File: config.mk
export PLATFORM = sky130hd
export DESIGN_NAME = axi_slave_push_fsm
export DESIGN_NICKNAME = d
export VERILOG_FILES = /design/src/rtl/axi_slave_push_fsm.sv
export SDC_FILE = /design/constraint.sdc
export NUM_CORES = 1
export LEC_CHECK = 0
export ABC_CLOCK_PERIOD_IN_PS = 2450
export CAP_MARGIN = 30
export CORE_AREA = 2 2 505 507
export DETAILED_ROUTE_END_ITERATION = 16
export DIE_AREA = 0 0 507 509
export GPL_TIMING_DRIVEN = 0
export SYNTH_ARGS = -nofsm -noshare
export SYNTH_HDL_FRONTEND = slang
export SYNTH_SLANG_ARGS = --single-unit
File: constraint.sdc
create_clock -name ACLK -period 2.45 [get_ports ACLK]
set_input_delay 0.49 -clock ACLK [delete_from_list [all_inputs] [get_ports ACLK]]
set_output_delay 0.49 -clock ACLK [all_outputs]
set_load 0.05 [all_outputs]
File: src/rtl/axi_slave_push_fsm.sv
// rtl/axi_slave_push_fsm.sv - P2A completion consumer: B responses and R beat slicing
// Multi-chunk read completions are fetched one DATA_WIDTH chunk at a time.
package axi_slave_package;
   typedef enum logic [1:0] {
      CPL_NONE = 2'b00,
      CPL_WR   = 2'b01,
      CPL_RD   = 2'b10,
      CPL_ERR  = 2'b11
   } cpl_t;
endpackage

module axi_slave_push_fsm
   import axi_slave_package::*;
#(
   parameter int DATA_WIDTH     = 1024,
   parameter int AXI_DATA_WIDTH = 256
) (
   input  logic                      ACLK,
   input  logic                      ARESETn,
   input  cpl_t                      Cpl_Type,
   input  logic [9:0]                Cpl_Length,
   input  logic [DATA_WIDTH-1:0]     Cpl_Data,
   output logic                      Cpl_Grant,
   output logic                      Cpl_Command,
   input  logic                      b_full,
   output logic                      b_push,
   output logic [1:0]                b_resp,
   input  logic                      r_full,
   output logic                      r_push,
   output logic [AXI_DATA_WIDTH-1:0] r_data,
   output logic [1:0]                r_resp,
   output logic                      r_last
);

   localparam int BEATS  = DATA_WIDTH / AXI_DATA_WIDTH;
   localparam int LANES  = AXI_DATA_WIDTH / 32;
   localparam int BIDX_W = (BEATS > 1) ? $clog2(BEATS) : 1;
   localparam int REM_W  = 11;
   localparam logic [BIDX_W-1:0] LAST_BEAT = BIDX_W'(BEATS - 1);
   localparam logic [REM_W-1:0]  BEAT_DW   = REM_W'(LANES);

   typedef enum logic [1:0] {
      IDLE    = 2'b00,
      R_PUSH  = 2'b01,
      R_FETCH = 2'b10
   } state_t;

   state_t                  state_q, state_d;
   logic [DATA_WIDTH-1:0]   chunk_reg_q, chunk_reg_d;
   logic [REM_W-1:0]        remaining_q, remaining_d;
   logic [BIDX_W-1:0]       beat_idx_q, beat_idx_d;
   logic [AXI_DATA_WIDTH-1:0] beat_data;
   logic                    final_beat;

   assign Cpl_Command = (state_q == R_FETCH);
   assign final_beat  = (remaining_q <= BEAT_DW);

   // Lanes past the end of the completion read as zero on the tail beat.
   always_comb begin
      beat_data = chunk_reg_q[beat_idx_q*AXI_DATA_WIDTH +: AXI_DATA_WIDTH];
      for (int j = 0; j < LANES; j++) begin
         if (REM_W'(j) >= remaining_q) begin
            beat_data[j*32 +: 32] = '0;
         end
      end
   end

   always_comb begin
      state_d     = state_q;
      chunk_reg_d = chunk_reg_q;
      remaining_d = remaining_q;
      beat_idx_d  = beat_idx_q;
      Cpl_Grant   = 1'b0;
      b_push      = 1'b0;
      b_resp      = 2'b00;
      r_push      = 1'b0;
      r_data      = '0;
      r_resp      = 2'b00;
      r_last      = 1'b0;
      // Strobes are held low while reset is asserted, even with a header presented.
      if (ARESETn) begin
         case (state_q)
            IDLE: begin
               case (Cpl_Type)
                  CPL_WR: begin
                     if (!b_full) begin
                        b_push    = 1'b1;
                        Cpl_Grant = 1'b1;
                     end
                  end
                  CPL_ERR: begin
                     if (!r_full) begin
                        r_push    = 1'b1;
                        r_resp    = 2'b10;
                        r_last    = 1'b1;
                        Cpl_Grant = 1'b1;
                     end
                  end
                  CPL_RD: begin
                     Cpl_Grant   = 1'b1;
                     chunk_reg_d = Cpl_Data;
                     remaining_d = (Cpl_Length == 10'd0) ? 11'd1024 : {1'b0, Cpl_Length};
                     beat_idx_d  = '0;
                     state_d     = R_PUSH;
                  end
                  default: ;
               endcase
            end
            R_PUSH: begin
               if (!r_full) begin
                  r_push      = 1'b1;
                  r_data      = beat_data;
                  r_last      = final_beat;
                  remaining_d = final_beat ? '0 : (remaining_q - BEAT_DW);
                  beat_idx_d  = (beat_idx_q == LAST_BEAT) ? '0 : (beat_idx_q + 1'b1);
                  if (final_beat) begin
                     state_d = IDLE;
                  end else if (beat_idx_q == LAST_BEAT) begin
                     state_d = R_FETCH;
                  end
               end
            end
            R_FETCH: begin
               if (Cpl_Type == CPL_RD) begin
                  Cpl_Grant   = 1'b1;
                  chunk_reg_d = Cpl_Data;
                  state_d     = R_PUSH;
               end
            end
            default: state_d = IDLE;
         endcase
      end
   end

   always_ff @(posedge ACLK or negedge ARESETn) begin
      if (!ARESETn) begin
         state_q     <= IDLE;
         chunk_reg_q <= '0;
         remaining_q <= '0;
         beat_idx_q  <= '0;
      end else begin
         state_q     <= state_d;
         chunk_reg_q <= chunk_reg_d;
         remaining_q <= remaining_d;
         beat_idx_q  <= beat_idx_d;
      end
   end

endmodule

==> results of run 1 <==
[sequential cells by signal, summed over array words and instances, names as in the netlist]
signal,count
beat_idx_q,2
chunk_reg_q,1024
state_q,2
remaining_q,11
[logic make-up after synthesis]
logic type                 Yosys count  share of synthesized area [%]
DFF                               1039                           55.7
buffers and inverters              213                           2.13
AOI/OAI and AO/OA                   54                          0.895
adders and majority gates            4                          0.107
muxes                             1282                           37.1
and+or+nand+nor                    306                           4.06
other                                1                        0.00803
[layer usage]
layer / routed length [um] / vias to the layer above / track usage (%)
met1: 99800 / 17721 / 22.3
li1: - / 13970 / -
met2: 121000 / 1356 / 31.1
met4: 6940 / 74 / 5.71
met5: 482 / - / 0
met3: 24900 / 317 / 7.80
[power by group through the flow]
stage | sequential (mW) | clock, mW | combinational [mW]
3_3_place_gp | 31.3 | 0 | 31.9
4_1_cts | 31.0 | 19.0 | 36.0
5_1_grt | 32.0 | 19.6 | 39.7
3_5_place_dp | 31.3 | 0 | 33.0
6_report | 31.0 | 18.5 | 37.7
2_1_floorplan | 28.5 | 0 | 21.7
[path summary, 6_finish.rpt]
path / from / end / cells past startpoint
max in group asynchronous: ARESETn / chunk_reg_q[1002] / 5
max: remaining_q[3] / r_data[42] / 8
min reg2reg: chunk_reg_q[625] / chunk_reg_q[625] / 1
max reg2reg: state_q[0] / chunk_reg_q[404] / 5
min in group asynchronous: ARESETn / chunk_reg_q[130] / 3
min: ARESETn / state_q[1] / 4
[final cells by class]
cell class,instances,area share (%)
clock buffer,177,4.75
inverter,7,0.0393
sequential,1039,35.5
antenna,56,0.192
multi-input combinational,1650,28.6
tap,3366,5.76
clock inverter,34,0.677
timing repair buffer,1468,21.9
buffer,200,2.53
[per-stage QoR]
step	hold WS, ps	instances	util [%]	setup TNS (ps)
3_3_place_gp	483	7568	25.4	-
4_1_cts	159	7876	28.1	-772910
5_1_grt	245	7957	28.9	-521250
3_5_place_dp	490	7597	25.7	-2886870
2_1_floorplan	194	2901	-	-11830
6_report	253	7997	28.9	-369580
[worst max-delay path: stages, from the launching register on]
cell                      delay [ps]
sky130_fd_sc_hd__dfrtp_1         430
sky130_fd_sc_hd__inv_2           130
sky130_fd_sc_hd__ha_4            220
sky130_fd_sc_hd__inv_4            60
sky130_fd_sc_hd__o41ai_4         640
sky130_fd_sc_hd__buf_8           270
sky130_fd_sc_hd__buf_8           170
sky130_fd_sc_hd__nor2b_4          60
sky130_fd_sc_hd__buf_8           150
[layout by cell type (no fill, tap or decap), drive strengths merged, types with 9 or more instances in the layout]
| cell | instances |
|---|---|
| clkbuf | 241 |
| mux2 | 1024 |
| clkinv | 21 |
| dfrtp | 1039 |
| o21ai | 10 |
| nand2 | 14 |
| diode | 56 |
| buf | 533 |
| clkdlybuf4s50 | 1038 |
| mux4 | 256 |
| inv | 9 |
| clkdlybuf4s15 | 21 |
| nor2b | 262 |
[what timing repair did]
action | in CTS | in global routing
gates resized for setup | 1667 | 614
endpoints found under the setup margin | 1289 | 1600
hold endpoints to repair | 197 | 0
pin swaps | 11 | 9
hold buffers | 8 | 0
buffers inserted | 53 | 56
cloned | 15 | 14
==> run summary, run 1 <==
OUTCOME
---------------------------------------------------------------------------------------
Result of the run                                                          finished, violations left
Violations in the final reports                                            negative setup slack

GLOBAL ROUTING
---------------------------------------------------------------------------------------
Vias in the first global route                                                    35726
Antenna violations before repair                                                    135
Maximum number of pins on one net before global-route repair                        169
Wire length of the first global-routing pass                                     329 mm
Overall overflow remaining after global route                                         0
Global-route usage over all layers                                                18.9%

CLOCK TREE
---------------------------------------------------------------------------------------
Cell at the root of the clock tree                                         sky130_fd_sc_hd__clkbuf_16
TritonCTS Buffers                                                                   119
Max H-tree Level                                                                      3
CTS sink cnt                                                                       1039
Clock insertion delay at the later pin of the skew report                        790 ps
Clock tree from TritonCTS                                                           yes
Clk slew on worst S/H paths                                                       70 ps
Maximum root-to-sink buffer count                                                     3

DRT
---------------------------------------------------------------------------------------
WL per Instance                                                                 31.6 um
DRC violation count after routing                                                     0
Number of violations reported at the end of detailed-routing iteration 0           1894
Residual antenna-violating net count after detailed routing                           0
Number of detailed-route iterations in the first pass                                 5
Wirelength, routed                                                               253 mm
Count of vias placed by the detailed router                                       33438
Via density                                                                        4.18

FLOORPLAN
---------------------------------------------------------------------------------------
Num rows                                                                            185
Effective utilization at floorplan                                                18.5%
Die Y-Extent                                                                     509 um
Floorplan die area                                                           0.258 mm^2
Top-level port count                                                               1305
Die W                                                                            507 um
Core box area                                                                0.253 mm^2

LOGIC SYNTHESIS
---------------------------------------------------------------------------------------
Leading cell type by number of instances after synthesis                   sky130_fd_sc_hd__dfrtp_1
Top area cells in the synthesized netlist                                  sky130_fd_sc_hd__dfrtp_1 (56%), sky130_fd_sc_hd__mux2_2 (25%), sky130_fd_sc_hd__mux4_2 (12%)
Synth top area share                                                              55.7%
Synth area leader                                                          sky130_fd_sc_hd__dfrtp_1
Share of synthesized registers carrying an async set or reset                      100%
Most frequently used flop master after synthesis                           sky130_fd_sc_hd__dfrtp_1
Number of enable flip-flop cells after synthesis                                      0
Seq cells post-synth                                                               1039
Post-synth top cells                                                       sky130_fd_sc_hd__dfrtp_1 (1039), sky130_fd_sc_hd__mux2_2 (1024), sky130_fd_sc_hd__nor2b_1 (262)
Mean area per synthesized cell                                                16.1 um^2
Synthesized instance count                                                         2899
Number of distinct library cells after synthesis                                     53
Sequential element share of the synthesized area                                  55.7%
Synth warnings                                                                        0
Post-synth design cell area                                                 0.0467 mm^2

POWER AND IR DROP
---------------------------------------------------------------------------------------
Part of the total power dissipated in the clock network                           21.2%
Sequential share of power                                                         35.6%
Pint                                                                            57.6 mW
Logic gate share of total power                                                   43.2%
Switching part of the total power                                                 33.9%
Final Total Pwr                                                                 87.2 mW
Worst IR drop on VDD                                                           0.647 mV
Leakage dissipation                                                             29.5 nW
Switching power of the nets                                                     29.6 mW
P per Cell Area                                                            1190 mW/mm^2

SETUP PATH
---------------------------------------------------------------------------------------
Critical Path Start Type                                                           flop
CP Class                                                                     reg -> out
CP endpoint kind                                                            output port
CP Data Arrival Time                                                            2960 ps
Maximum fanout count along the critical path                                          8
Slack of the worst reg-to-reg path                                              -300 ps
Crit path required time                                                         1960 ps

TIMING
---------------------------------------------------------------------------------------
Setup repair after global routing missed its margin                                 yes
Final hold viol count                                                                 0
Period utilisation layout                                                          141%
Tightest Pin Transition                                                         1090 ps
Slew Viols, Final                                                                     0
Peak Freq                                                                       289 MHz
Worst slew slack as a fraction of its limit                                       27.3%
Layout Skew                                                                     58.3 ps
Final worst-path setup slack                                                   -1000 ps
Number of failing setup endpoints in the final timing report                       1203
Post-route minimum period                                                       3450 ps

FINISH
---------------------------------------------------------------------------------------
Area growth syn-to-layout                                                         56.8%
Filler instances                                                                  25500
Area of all sequential standard cells                                       0.0260 mm^2
Final cell area excluding filler cells                                      0.0732 mm^2
Layout net count                                                                   5529
Area of the multi-input gates                                               0.0210 mm^2
Share of layout cells above drive strength 1                                      50.1%

PLACEMENT
---------------------------------------------------------------------------------------
Final weighted congestion of routability-driven global placement                  0.880
Area after detailed placement                                               0.0649 mm^2
Total of buffers placed on input and output ports                                  1301
Detailed-placement wirelength estimate                                           201 mm
Place WS                                                                       -3280 ps

MIN PATH
---------------------------------------------------------------------------------------
Hold WC Path Type                                                             in -> reg

RUN
---------------------------------------------------------------------------------------
Max-cap violations                                                                    0

Power figures use the tool's default switching activity.
==> run 2, diff against run 1 <==
--- a/config.mk
+++ b/config.mk
@@ -11,6 +11,7 @@
 export DETAILED_ROUTE_END_ITERATION = 16
 export DIE_AREA = 0 0 507 509
 export GPL_TIMING_DRIVEN = 0
+export REMOVE_ABC_BUFFERS = 1
 export SYNTH_ARGS = -nofsm -noshare
 export SYNTH_HDL_FRONTEND = slang
 export SYNTH_SLANG_ARGS = --single-unit
==> run 2 against run 1 <==
Combinational power grew 12%. Power is 7.2% higher. Critical endpoint is now r_data[171]. Die area is the same. Sequential power hardly changed. Global-route usage decreased by 2.3 points. Clock power up 9%. Via count increased by 1.7%. Highest routed layer unchanged. The run ends with negative hold slack, negative setup slack left. Worst hold slack got worse by 310 ps. Design area grew 5.5%.
==> run summary, run 2 (synthesis results as in run 1) <==
DRT
---------------------------------------------------------------------------------------
Wirelength, routed                                                               227 mm   was 253 mm
Residual antenna-violating net count after detailed routing                           0   unchanged
Via density                                                                        4.22   was 4.18
Count of vias placed by the detailed router                                       34008   was 33438
Number of violations reported at the end of detailed-routing iteration 0           2420   was 1894
Number of detailed-route iterations in the first pass                                 6   was 5
DRC violation count after routing                                                     0   unchanged
WL per Instance                                                                 28.2 um   was 31.6 um

GLOBAL ROUTING
---------------------------------------------------------------------------------------
Global-route usage over all layers                                                16.6%   was 18.9%
Wire length of the first global-routing pass                                     298 mm   was 329 mm
Vias in the first global route                                                    35565   was 35726
Antenna violations before repair                                                     82   was 135
Maximum number of pins on one net before global-route repair                        167   was 169
Overall overflow remaining after global route                                         0   unchanged

SETUP PATH
---------------------------------------------------------------------------------------
Crit path required time                                                         1960 ps   about the same
Critical register-to-register path startpoint                                state_q[0]   unchanged
CP Data Arrival Time                                                            3030 ps   was 2960 ps
CP endpoint kind                                                            output port   unchanged
Cells on worst reg2reg path                                                          15   was 5
Max incr delay on CP                                                             550 ps   was 640 ps
Maximum fanout count along the critical path                                          6   was 8
Capture instance of the worst register-to-register path                    chunk_reg_q[992]   was chunk_reg_q[404]
Most prevalent standard cell on the critical path                          sky130_fd_sc_hd__buf_16   was sky130_fd_sc_hd__buf_8
Slack of the worst reg-to-reg path                                              -470 ps   was -300 ps
Cells traversed along the worst timing path                                buf_12 -> buf_16 -> buf_16 -> buf_12 -> buf_16 -> mux4_2 -> nor2b_4 -> buf_8   was inv_2 -> ha_4 -> inv_4 -> o41ai_4 -> buf_8 -> buf_8 -> nor2b_4 -> buf_8
CP Class                                                                     reg -> out   unchanged
Worst-path cell with the longest stage delay                               sky130_fd_sc_hd__dfrtp_4   was sky130_fd_sc_hd__o41ai_4
Critical Path Start Type                                                           flop   unchanged

TIMING
---------------------------------------------------------------------------------------
Slew Viols, Final                                                                     0   unchanged
Worst slew slack as a fraction of its limit                                       34.7%   was 27.3%
Post-route minimum period                                                       3520 ps   was 3450 ps
TNS Setup                                                                    -403570 ps   was -369580 ps
Setup repair after global routing missed its margin                                 yes   unchanged
Number of failing setup endpoints in the final timing report                       1075   was 1203
Peak Freq                                                                       284 MHz   was 289 MHz
Period utilisation layout                                                          144%   was 141%
Final hold viol count                                                                26   was 0
Layout Skew                                                                     47.9 ps   was 58.3 ps
Final worst-path setup slack                                                   -1070 ps   was -1000 ps
Tightest Pin Transition                                                          979 ps   was 1090 ps
Final hold slack                                                               -55.3 ps   was 253 ps

FLOORPLAN
---------------------------------------------------------------------------------------
Effective utilization at floorplan                                                18.5%   unchanged
Die W                                                                            507 um   unchanged
Floorplan die area                                                           0.258 mm^2   unchanged
Num rows                                                                            185   unchanged
Core box area                                                                0.253 mm^2   unchanged
Top-level port count                                                               1305   unchanged
Die Y-Extent                                                                     509 um   unchanged

PLACEMENT
---------------------------------------------------------------------------------------
Place WS                                                                       -2590 ps   was -3280 ps
Final weighted congestion of routability-driven global placement                  0.864   was 0.880
Total of buffers placed on input and output ports                                  1301   unchanged
Detailed-placement wirelength estimate                                           159 mm   was 201 mm

FINISH
---------------------------------------------------------------------------------------
Largest register FFs                                                               1024   unchanged
Area growth syn-to-layout                                                         65.3%   was 56.8%
Share of layout cells above drive strength 1                                      51.4%   was 50.1%
Area of the multi-input gates                                               0.0214 mm^2   was 0.0210 mm^2
Most frequent standard cell in the layout excluding fill and tap cells     sky130_fd_sc_hd__clkdlybuf4s50_1   unchanged
Commonest cells after routing, fill and taps aside                         sky130_fd_sc_hd__clkdlybuf4s50_1 (1039), sky130_fd_sc_hd__dfrtp_1 (1031), sky130_fd_sc_hd__mux2_2 (973), sky130_fd_sc_hd__mux4_2 (256), sky130_fd_sc_hd__buf_4 (183)   was sky130_fd_sc_hd__clkdlybuf4s50_1 (1038), sky130_fd_sc_hd__dfrtp_1 (1036), sky130_fd_sc_hd__mux2_2 (1024), sky130_fd_sc_hd__mux4_2 (256), sky130_fd_sc_hd__buf_2 (149)
Area of all sequential standard cells                                       0.0260 mm^2   about the same
Final design utilization                                                          30.5%   was 28.9%
Layout net count                                                                   5609   was 5529
Filler instances                                                                  24929   was 25500
Largest Register                                                            chunk_reg_q   unchanged
Leading registers by flop count                                            chunk_reg_q x1024, remaining_q x11   unchanged

CLOCK TREE
---------------------------------------------------------------------------------------
Maximum root-to-sink buffer count                                                     3   unchanged
Clk slew on worst S/H paths                                                       60 ps   was 70 ps
Clock insertion delay at the later pin of the skew report                        790 ps   about the same
Cell at the root of the clock tree                                         sky130_fd_sc_hd__clkbuf_16   unchanged
CTS sink cnt                                                                       1039   unchanged
Clock tree from TritonCTS                                                           yes   unchanged
TritonCTS Buffers                                                                   130   was 119
Max H-tree Level                                                                      4   was 3

OUTCOME
---------------------------------------------------------------------------------------
Violations in the final reports                                            negative hold slack, negative setup slack   was negative setup slack
Result of the run                                                          finished, violations left   unchanged

POWER AND IR DROP
---------------------------------------------------------------------------------------
Leakage dissipation                                                             31.1 nW   was 29.5 nW
P per Cell Area                                                            1210 mW/mm^2   was 1190 mW/mm^2
Worst IR drop on VDD                                                           0.730 mV   was 0.647 mV

RUN
---------------------------------------------------------------------------------------
Max-cap violations                                                                    0   unchanged

MIN PATH
---------------------------------------------------------------------------------------
Hold WC Path Type                                                           in -> async   was in -> reg

## run 2: final cells by class
cell class | instances | area share (%)
timing repair buffer | 1737 | 27.2
multi-input combinational | 1650 | 27.8
antenna | 29 | 0.0940
sequential | 1039 | 33.7
clock buffer | 182 | 4.84
tap | 3366 | 5.46
clock inverter | 49 | 0.902
inverter | 7 | 0.0405
## run 2: routing by layer
layer  track usage [%]  vias to the layer above  wire [um]  share of wire (%)
met5                 0                        -        359               0.16
met2              25.9                     1624     102000                 45
met4              5.80                       54       8880                3.9
met3              7.37                      364      25700                 11
met1              20.2                    17814      89900                 40
li1                  -                    14152          -                  -
## run 2: critical path: cells and delay by family, from the launching register on
kind	cells	cell delay, ps
multiplexers	1	340
flip-flops	1	550
AND/OR/NAND/NOR	1	340
buffers and inverters	6	950
## run 2: where the power goes
group	total, mW	leakage [nW]	switching, mW	internal (mW)
logic	42.4	16.5	17.9	24.4
clock network	20.1	2.14	8.39	11.7
registers	31.0	12.5	5.29	25.7
## run 2: through the flow
| stage | std cells | total power, mW | area, um^2 |
|---|---|---|---|
| 2_1_floorplan | 2695 | 48.6 | 45700 |
| 3_3_place_gp | 7362 | 58.2 | 63000 |
| 3_5_place_dp | 7424 | 63.8 | 64600 |
| 4_1_cts | 7886 | 91.7 | 74200 |
| 5_1_grt | 8037 | 97.6 | 77100 |
| 6_report | 8059 | 93.5 | 77200 |
## run 2: worst max-delay path by stage
stage	cells past startpoint	slack (ps)	to	startpoint
after global routing	8	-1170	r_data[245]	beat_idx_q[0]
after global placement	3	-56880	chunk_reg_q[998]	ARESETn
final	8	-1070	r_data[171]	beat_idx_q[0]
after CTS	8	-1200	r_data[245]	beat_idx_q[0]
after detailed placement	11	-2590	chunk_reg_q[975]	ARESETn
after floorplan	2	-13240	chunk_reg_q[0]	state_q[0]
## run 2: what timing repair did
action / 4_1_cts / 5_1_grt
cloned: 68 / 27
gates resized for setup: 1830 / 685
endpoints found under the setup margin: 1232 / 1073
endpoints found under the hold margin: 113 / 113
pin swaps: 13 / 10
setup buffers: 168 / 131
==> run 3, diff against run 2 <==
--- a/config.mk
+++ b/config.mk
@@ -6,12 +6,13 @@
 export NUM_CORES = 1
 export LEC_CHECK = 0
 export ABC_CLOCK_PERIOD_IN_PS = 2450
-export CAP_MARGIN = 30
+export CAP_MARGIN = 10
 export CORE_AREA = 2 2 505 507
 export DETAILED_ROUTE_END_ITERATION = 16
 export DIE_AREA = 0 0 507 509
 export GPL_TIMING_DRIVEN = 0
 export REMOVE_ABC_BUFFERS = 1
+export SLEW_MARGIN = 20
 export SYNTH_ARGS = -nofsm -noshare
 export SYNTH_HDL_FRONTEND = slang
 export SYNTH_SLANG_ARGS = --single-unit
==> run 3 against run 2 <==
Global-route usage down 0.37 points. Highest routed layer unchanged. Sequential share of layout area down 0.63 points. Critical endpoint unchanged. The run still ends with negative hold slack, negative setup slack left. Critical path depth unchanged. Power up 0.92%. Largest power group unchanged. Worst hold slack better by 0.75 ps. Sequential power about the same. First-iteration DRC count down 13%.
==> run summary, run 3 (synthesis results as in run 1) <==
TIMING
---------------------------------------------------------------------------------------
Number of failing setup endpoints in the final timing report                        491   was 1075
Period utilisation layout                                                          143%   was 144%
Peak Freq                                                                       286 MHz   was 284 MHz
Final hold slack                                                               -54.6 ps   was -55.3 ps
Final worst-path setup slack                                                   -1040 ps   was -1070 ps
Setup repair after global routing missed its margin                                 yes   unchanged
Worst slew slack as a fraction of its limit                                       44.6%   was 34.7%
TNS Setup                                                                    -236180 ps   was -403570 ps
Layout Skew                                                                     41.0 ps   was 47.9 ps
Slew Viols, Final                                                                     0   unchanged
Tightest Pin Transition                                                          831 ps   was 979 ps
Final hold viol count                                                                31   was 26
Post-route minimum period                                                       3490 ps   was 3520 ps

FINISH
---------------------------------------------------------------------------------------
Share of layout cells above drive strength 1                                      52.5%   was 51.4%
Leading registers by flop count                                            chunk_reg_q x1024, remaining_q x11   unchanged
Final design utilization                                                          31.1%   was 30.5%
Most frequent standard cell in the layout excluding fill and tap cells     sky130_fd_sc_hd__clkdlybuf4s50_1   unchanged
Largest register FFs                                                               1024   unchanged
Filler instances                                                                  24780   was 24929
Layout net count                                                                   5682   was 5609
Commonest cells after routing, fill and taps aside                         sky130_fd_sc_hd__clkdlybuf4s50_1 (1038), sky130_fd_sc_hd__dfrtp_1 (1030), sky130_fd_sc_hd__mux2_2 (872), sky130_fd_sc_hd__mux4_2 (256), sky130_fd_sc_hd__buf_4 (205)   was sky130_fd_sc_hd__clkdlybuf4s50_1 (1039), sky130_fd_sc_hd__dfrtp_1 (1031), sky130_fd_sc_hd__mux2_2 (973), sky130_fd_sc_hd__mux4_2 (256), sky130_fd_sc_hd__buf_4 (183)
Largest Register                                                            chunk_reg_q   unchanged
Area growth syn-to-layout                                                         68.4%   was 65.3%
Final cell area excluding filler cells                                      0.0786 mm^2   was 0.0772 mm^2
Final non-filler cell total                                                        8129   was 8059

SETUP PATH
---------------------------------------------------------------------------------------
Maximum fanout count along the critical path                                          8   was 6
CP endpoint kind                                                            output port   unchanged
CP Data Arrival Time                                                            3000 ps   was 3030 ps
Critical Path Start Type                                                           flop   unchanged
CP Class                                                                     reg -> out   unchanged
Crit path required time                                                         1960 ps   about the same

POWER AND IR DROP
---------------------------------------------------------------------------------------
Switching part of the total power                                                 33.7%   was 33.8%
Part of the total power dissipated in the clock network                           20.7%   was 21.5%
Leakage dissipation                                                             31.9 nW   was 31.1 nW
Final Total Pwr                                                                 94.3 mW   was 93.5 mW
Logic gate share of total power                                                   46.4%   was 45.3%
Pint                                                                            62.6 mW   was 61.9 mW
Sequential share of power                                                         32.9%   was 33.2%
Worst IR drop on VDD                                                           0.614 mV   was 0.730 mV
P per Cell Area                                                            1200 mW/mm^2   was 1210 mW/mm^2
Switching power of the nets                                                     31.8 mW   was 31.6 mW

OUTCOME
---------------------------------------------------------------------------------------
Violations in the final reports                                            negative hold slack, negative setup slack   unchanged
Result of the run                                                          finished, violations left   unchanged

GLOBAL ROUTING
---------------------------------------------------------------------------------------
Global-route usage over all layers                                                16.2%   was 16.6%
Wire length of the first global-routing pass                                     292 mm   was 298 mm
Overall overflow remaining after global route                                         0   unchanged
Maximum number of pins on one net before global-route repair                        138   was 167
Vias in the first global route                                                    35160   was 35565
Antenna violations before repair                                                     79   was 82

DRT
---------------------------------------------------------------------------------------
Number of detailed-route iterations in the first pass                                 5   was 6
DRC violation count after routing                                                     0   unchanged
WL per Instance                                                                 28.0 um   was 28.2 um
Wirelength, routed                                                               228 mm   was 227 mm
Residual antenna-violating net count after detailed routing                           0   unchanged
Via density                                                                        4.21   was 4.22
Number of violations reported at the end of detailed-routing iteration 0           2096   was 2420
Count of vias placed by the detailed router                                       34248   was 34008

CLOCK TREE
---------------------------------------------------------------------------------------
TritonCTS Buffers                                                                   130   unchanged
Max H-tree Level                                                                      4   unchanged
Clock insertion delay at the later pin of the skew report                        780 ps   was 790 ps
Clk slew on worst S/H paths                                                       60 ps   about the same
CTS sink cnt                                                                       1039   unchanged
Clock tree from TritonCTS                                                           yes   unchanged
Cell at the root of the clock tree                                         sky130_fd_sc_hd__clkbuf_16   unchanged
Maximum root-to-sink buffer count                                                     3   unchanged

PLACEMENT
---------------------------------------------------------------------------------------
Detailed-placement wirelength estimate                                           161 mm   was 159 mm
Final weighted congestion of routability-driven global placement                  0.864   unchanged
Placed instance count                                                              7435   was 7424
Place WS                                                                       -2920 ps   was -2590 ps
Area after detailed placement                                               0.0647 mm^2   was 0.0646 mm^2
Total of buffers placed on input and output ports                                  1301   unchanged

RUN
---------------------------------------------------------------------------------------
Max-cap violations                                                                    0   unchanged

FLOORPLAN
---------------------------------------------------------------------------------------
Floorplan die area                                                           0.258 mm^2   unchanged
Die Y-Extent                                                                     509 um   unchanged
Top-level port count                                                               1305   unchanged
Effective utilization at floorplan                                                18.5%   unchanged
Num rows                                                                            185   unchanged
Die W                                                                            507 um   unchanged
Core box area                                                                0.253 mm^2   unchanged

MIN PATH
---------------------------------------------------------------------------------------
Hold WC Path Type                                                           in -> async   unchanged

==> run 3: cell types whose count changed in the layout (fill, tap and decap cells not counted), sizes merged <==
cell	before	now
dlygate4sd2	1	0
clkdlybuf4s15	2	0
bufbuf	24	18
diode	29	27
bufinv	9	6
clkdlybuf4s50	1039	1038
dlygate4sd3	3	4
clkinv	24	27
clkinvlp	8	6
nand2	13	14
buf	641	708
clkbuf	209	229
inv	15	10
==> run 3: routing by layer <==
metal | vias up | part of all wire [%] | routed length, um | GRT usage [%]
met5 | - | 0.13 | 292 | 0
met3 | 363 | 11 | 25200 | 7.70
met1 | 17993 | 40 | 90200 | 19.6
met2 | 1594 | 46 | 104000 | 25.4
li1 | 14252 | - | - | -
met4 | 46 | 3.6 | 8120 | 5.18
==> run 3: final timing paths <==
kind | slack, ps | startpoint | to | depth (start not counted)
max in group asynchronous | 430 | ARESETn | chunk_reg_q[1004] | 7
min in group ACLK | 320 | Cpl_Data[350] | chunk_reg_q[350] | 2
setup / recovery | -1040 | beat_idx_q[0] | r_data[171] | 8
hold reg to reg | 500 | chunk_reg_q[964] | chunk_reg_q[964] | 1
hold / removal | -50 | ARESETn | chunk_reg_q[607] | 4
setup reg to reg | -110 | state_q[0] | chunk_reg_q[269] | 12
==> run 3: cell type report <==
type	instances	area [um^2]	area share, %
clock buffers	188	3710	4.72
well taps	3366	4210	5.36
clock inverters	42	567	0.721
inverters	7	37.5	0.0477
multi-input cells	1651	22000	28.0
diodes	27	67.6	0.0859
flip-flops and latches	1039	26000	33.1
repair buffers	1809	22000	28.0
==> run 3: power groups by stage <==
| stage | sequential [mW] | clock [mW] | combinational, mW |
|---|---|---|---|
| 6_report | 31.0 | 19.5 | 43.7 |
| 3_5_place_dp | 31.5 | 0 | 32.4 |
| 5_1_grt | 32.0 | 20.8 | 45.7 |
| 4_1_cts | 30.9 | 20.1 | 38.2 |
| 2_1_floorplan | 29.1 | 0 | 19.5 |
| 3_3_place_gp | 31.8 | 0 | 26.4 |
==> run 3: timing repair <==
item / in CTS / in global routing
setup buffers: 110 / 233
gates cloned: 54 / 53
hold endpoints to repair: 216 / 8
gates resized for setup: 1610 / 1278
pin swaps: 13 / 16
endpoints found under the setup margin: 1068 / 996
hold buffers: 10 / 2
==> run 3: worst max-delay path, stage by stage (launching register included) <==
cell and delay (ps):
sky130_fd_sc_hd__dfrtp_4 520, sky130_fd_sc_hd__buf_12 160, sky130_fd_sc_hd__buf_16 140, sky130_fd_sc_hd__buf_16 150
sky130_fd_sc_hd__buf_16 160, sky130_fd_sc_hd__buf_16 180, sky130_fd_sc_hd__mux4_2 350, sky130_fd_sc_hd__nor2b_4 330
sky130_fd_sc_hd__buf_8 200
